File: config.mk
export PLATFORM = sky130hd
export DESIGN_NAME = ram_access_ctrl
export DESIGN_NICKNAME = d
export VERILOG_FILES = /design/src/rtl/ram_access_ctrl.sv
export SDC_FILE = /design/constraint.sdc
export NUM_CORES = 1
export LEC_CHECK = 0
export ABC_AREA = 1
export BUFFER_PORTS_ARGS = -buffer_cell sky130_fd_sc_hd__buf_4
export CAP_MARGIN = 20
export CORE_ASPECT_RATIO = 0.75
export CORE_UTILIZATION = 52
export CTS_CLUSTER_DIAMETER = 100
export DETAILED_ROUTE_END_ITERATION = 8
export GPL_TIMING_DRIVEN = 0
export PLACE_DENSITY = 0.84
export SYNTH_ARGS = -nofsm -noshare
export SYNTH_HDL_FRONTEND = slang
export SYNTH_SLANG_ARGS = --single-unit
File: constraint.sdc
create_clock -name clk -period 4.9 [get_ports clk]
set_clock_uncertainty 0.1 [all_clocks]
set_input_delay 0.98 -clock clk [delete_from_list [all_inputs] [get_ports clk]]
set_output_delay 0.98 -clock clk [all_outputs]
set_load 0.02 [all_outputs]
File: src/rtl/ram_access_ctrl.sv
// Button/switch driven access controller for the 256x16 single-port lab RAM.
// Optional auto-scan stepping is built only when AUTO_SCAN_EN is defined.
module ram_access_ctrl #(
  parameter int AW       = 8,
  parameter int DW       = 16,
  parameter int SCAN_DIV = 50000000
) (
  input  logic          clk,
  input  logic          reset,
  input  logic [DW-1:0] sw_data,
  input  logic          wr_req,
  input  logic          addr_inc,
  input  logic          addr_dec,
  input  logic          scan,
  output logic          ram_we,
  output logic [AW-1:0] ram_addr,
  output logic [DW-1:0] ram_din,
  input  logic [DW-1:0] ram_dout,
  output logic [DW-1:0] disp_data,
  output logic [AW-1:0] disp_addr,
  output logic          busy
);

  typedef enum logic [1:0] {IDLE, FETCH, CAPTURE, WRITE} state_t;
  typedef enum logic [1:0] {ACT_NONE, ACT_WR, ACT_INC, ACT_DEC} act_t;

  state_t state, state_nxt;
  act_t   act;
  logic   scan_tick;

`ifdef AUTO_SCAN_EN
  localparam int CW = (SCAN_DIV > 2) ? $clog2(SCAN_DIV) : 1;
  logic [CW-1:0] scan_cnt;

  assign scan_tick = scan && (scan_cnt == CW'(SCAN_DIV - 1));

  always_ff @(posedge clk or posedge reset) begin
    if (reset) begin
      scan_cnt <= '0;
    end else if (!scan || scan_tick) begin
      scan_cnt <= '0;
    end else begin
      scan_cnt <= scan_cnt + CW'(1);
    end
  end
`else
  logic unused_scan;
  assign unused_scan = scan;
  assign scan_tick   = 1'b0;
`endif

  // Request arbitration happens only in IDLE; anything arriving while busy is lost.
  always_comb begin
    state_nxt = state;
    act       = ACT_NONE;
    case (state)
      IDLE: begin
        if (wr_req) begin
          act       = ACT_WR;
          state_nxt = WRITE;
        end else if (addr_inc) begin
          act       = ACT_INC;
          state_nxt = FETCH;
        end else if (addr_dec) begin
          act       = ACT_DEC;
          state_nxt = FETCH;
        end else if (scan_tick) begin
          act       = ACT_INC;
          state_nxt = FETCH;
        end
      end
      FETCH:   state_nxt = CAPTURE;
      CAPTURE: state_nxt = IDLE;
      WRITE:   state_nxt = FETCH;
      default: state_nxt = IDLE;
    endcase
  end

  always_ff @(posedge clk or posedge reset) begin
    if (reset) begin
      state <= FETCH;
    end else begin
      state <= state_nxt;
    end
  end

  // Starting in FETCH makes the first cycles after reset a read of address 0.
  always_ff @(posedge clk or posedge reset) begin
    if (reset) begin
      ram_we    <= 1'b0;
      ram_addr  <= '0;
      ram_din   <= '0;
      disp_data <= '0;
      disp_addr <= '0;
    end else begin
      ram_we <= (act == ACT_WR);
      case (act)
        ACT_WR:  ram_din  <= sw_data;
        ACT_INC: ram_addr <= ram_addr + AW'(1);
        ACT_DEC: ram_addr <= ram_addr - AW'(1);
        default: ;
      endcase
      if (state == CAPTURE) begin
        disp_data <= ram_dout;
        disp_addr <= ram_addr;
      end
    end
  end

  assign busy = (state != IDLE);

endmodule

==> impl_results.md <==
- Total Routing Usage GR: a little over a quarter
- Leakage power: roughly 0.0017 µW
- Register area: between 1000 and 1500 µm²
- Outcome: finished, final reports clean
- Multi-input logic area: roughly 940 µm²
- Num CTS Buffers: 5
- Tmin final: 2.48 ns
- Hpwl dp: ~4200 µm
- Met3 WL: roughly 360 µm
- Post-Syn Area: 2340 µm²
- Remaining global-route overflow: 0
- Die Area: roughly 4800 µm²
- Post-Syn Area per Cell: ~9.1 µm²
- Seq/Total Area, Yosys: 54.6%
- Initial Util: a little under three fifths
- Met1 WL: 2420 µm
- Vias in the first global route: a little over 2000
- DRC Markers: 0
- Die width: 79.5 µm
- Initial antenna violation count: 0
- CTS Buffer Depth: 2
- Pin count of the biggest net entering global routing: 34
- Yosys reg bits: between 50 and 60
- Post-synth cell types: 25
- Die height: around 60 µm
- H-tree lvl count: 2
- Pwr Density: between 600 and 700 nW/µm²
- Clock sink count: between 50 and 60
- Top sig layer: met4
- DR vias/cell: between 5 and 6
- Kind of critical path: reg2out
- 1st-iter DRT viols: approximately 220
- # IOs: just under 90
- Initial DRT Pass Iterations: 4
- Hold slack: about 0.39 ns
- Top post-synthesis cells by area: dfrtp_1 53%, nand2_1 16%, mux2_2 8.7%, inv_1 3.4%, ha_1 2.7%
- Final Setup Violations: 0
- Maximum vdd ir drop: slightly below 400 µV
- Area share of the leading cell type in the synthesized netlist: ~53%
- CTS tree: done
- Slew Limit Fails: 0
- Post-CTS Setup Inserts: 0
- Site Rows: 20
- Unrepaired setup endpoints after global routing: no
- Area leader, netlist: dfrtp_1
- Hold_buf cts: 0
- Synth Net Count: 300
- Via count: between 2000 and 2500
- Clock root buffer: clkbuf_8
- Max Cap Viol: 0
- Max_slew headroom: roughly three fifths
- Least-Margin Pin Slew: about 0.59 ns
- Worst hold stages: 2
- Non-filler cells, final: approximately 410
- Fmax: just over 400 MHz
- Startpoint Class: register
- Post-synthesis cell count: ~260
- Crit share post-route: 50.6%
- Fin nets: between 300 and 400
- Setup TNS: 0 ns
- Routed wire per std cell: 14.2 µm
- Reg2Reg Depth: 17
- Post-route antenna net violation count: 0
- Diodes inserted: 0
- WL met2: 2920 µm
- Critical path arrival: 1.40 ns
- Proportion of layout cells with a drive suffix above 1: approximately 36%
- Port Buffer Count: 86
- Resized Gates After CTS: 0
- Layout fillers: 300
- Fin util: between 70% and 80%
- Largest fanout on the critical path: 3
- Clock latency on the worst-skew pair: just over 0.3 ns
- Placed cell count: between 300 and 400
- Overall power: ~2200 µW
- Final Hold Viols: 0
- Routability cong.: approximately 0.85
- Syn. warnings: 0
- First-pass GRT wire length: just over 9000 µm
- Worst Path Required: 3.82 ns
- Hold WC Path Type: reg2reg
- P&R area growth vs syn: 36.2%
- Area of the core: around 4200 µm²
- CTS clk-pin slew, worst paths: ~0.090 ns
- Critical Path End Type: output port
- Detailed Route WL: 5780 µm
-- final cells by class --
| class | count | area share [%] |
|---|---|---|
| Sequential cell | 51 | 40.1 |
| Multi-Input combinational cell | 176 | 29.6 |
| Timing Repair Buffer | 87 | 20.9 |
| Inverter | 23 | 2.71 |
| Clock buffer | 5 | 2.16 |
| Tap cell | 55 | 2.16 |
| Clock inverter | 3 | 1.37 |
| Buffer | 7 | 1.10 |
-- Yosys cell counts, drive strengths merged --
master,instances
nor2,19
xor2,2
o21ai,7
clkinv,1
dfrtp,50
dfstp,1
a21oi,7
ha,5
nand3b,1
nand3,11
nand2,101
buf,2
a41oi,3
clkbuf,5
mux2,18
o22ai,1
o211ai,1
inv,22
-- sequential cells by signal, summed over array words and instances (netlist names) --
register   flops
ram_we         1
ram_din       16
state          2
disp_data     16
ram_addr       8
disp_addr      8
-- cell usage in the layout (no fill, tap or decap) --
master,n
o21ai_0,5
buf_4,86
buf_6,1
o21ai_1,1
a41oi_1,3
nand3_1,11
clkinv_2,1
bufinv_16,1
dfrtp_1,50
ha_1,5
nor2_1,15
nand2_2,3
inv_2,2
buf_2,1
o21ai_2,1
nor2_2,1
nand3b_1,1
dfstp_2,1
inv_1,20
nand2_1,98
o211ai_1,1
xor2_1,2
buf_12,1
o22ai_1,1
nor2_4,3
clkbuf_1,5
clkinv_4,1
clkbuf_8,5
a21oi_1,7
clkinv_1,1
mux2_2,18
-- logic make-up (layout without fill, tap and decap cells) --
family | after synthesis | count (layout) | share of synthesized area [%]
simple gates | 132 | 132 | 23.3
flops | 51 | 51 | 54.6
buf+inv | 30 | 125 | 5.18
xor+xnor | 2 | 2 | 0.748
mux | 18 | 18 | 8.66
fa+ha+maj | 5 | 5 | 2.67
compound gates | 19 | 19 | 4.86
-- report_power, final --
| part | internal, µW | total (µW) | switching, µW | leakage [µW] |
|---|---|---|---|---|
| logic | 485 | 1150 | 664 | 0.00102 |
| clock network | 152 | 294 | 142 | 0.0000581 |
| registers | 627 | 765 | 137 | 0.000617 |
-- critical path, stage by stage (launching register included) --
cell and delay [ns]:
dfstp_2 0.56, inv_1 0.07, ha_1 0.23, inv_2 0.09, buf_4 0.14
-- path summary, 6_finish.rpt --
kind                                   from           to  slack, ns
worst max-delay path               state[0]         busy       2.42
worst min-delay path            ram_din[11]  ram_din[11]       0.39
worst max register to register     state[0]  ram_addr[6]       2.58
worst min register to register  ram_din[11]  ram_din[11]       0.39
max in group asynchronous             reset     state[0]       3.58
min in group asynchronous             reset   ram_din[7]       0.56
-- per-layer routing --
metal | vias up | track usage (%)
li1 | 999 | -
met4 | 0 | 10.1
met5 | - | 0
met3 | 8 | 7.02
met2 | 69 | 45.7
met1 | 1005 | 32.0
-- through the flow --
stage	worst slack [ns]	cell area (µm²)
global placement	1.96	3060
floorplan	2.59	2340
finish	2.42	3190
global route	2.36	3190
CTS	2.41	3190
detailed placement	2.37	3080
Power figures use the tool's default switching activity.
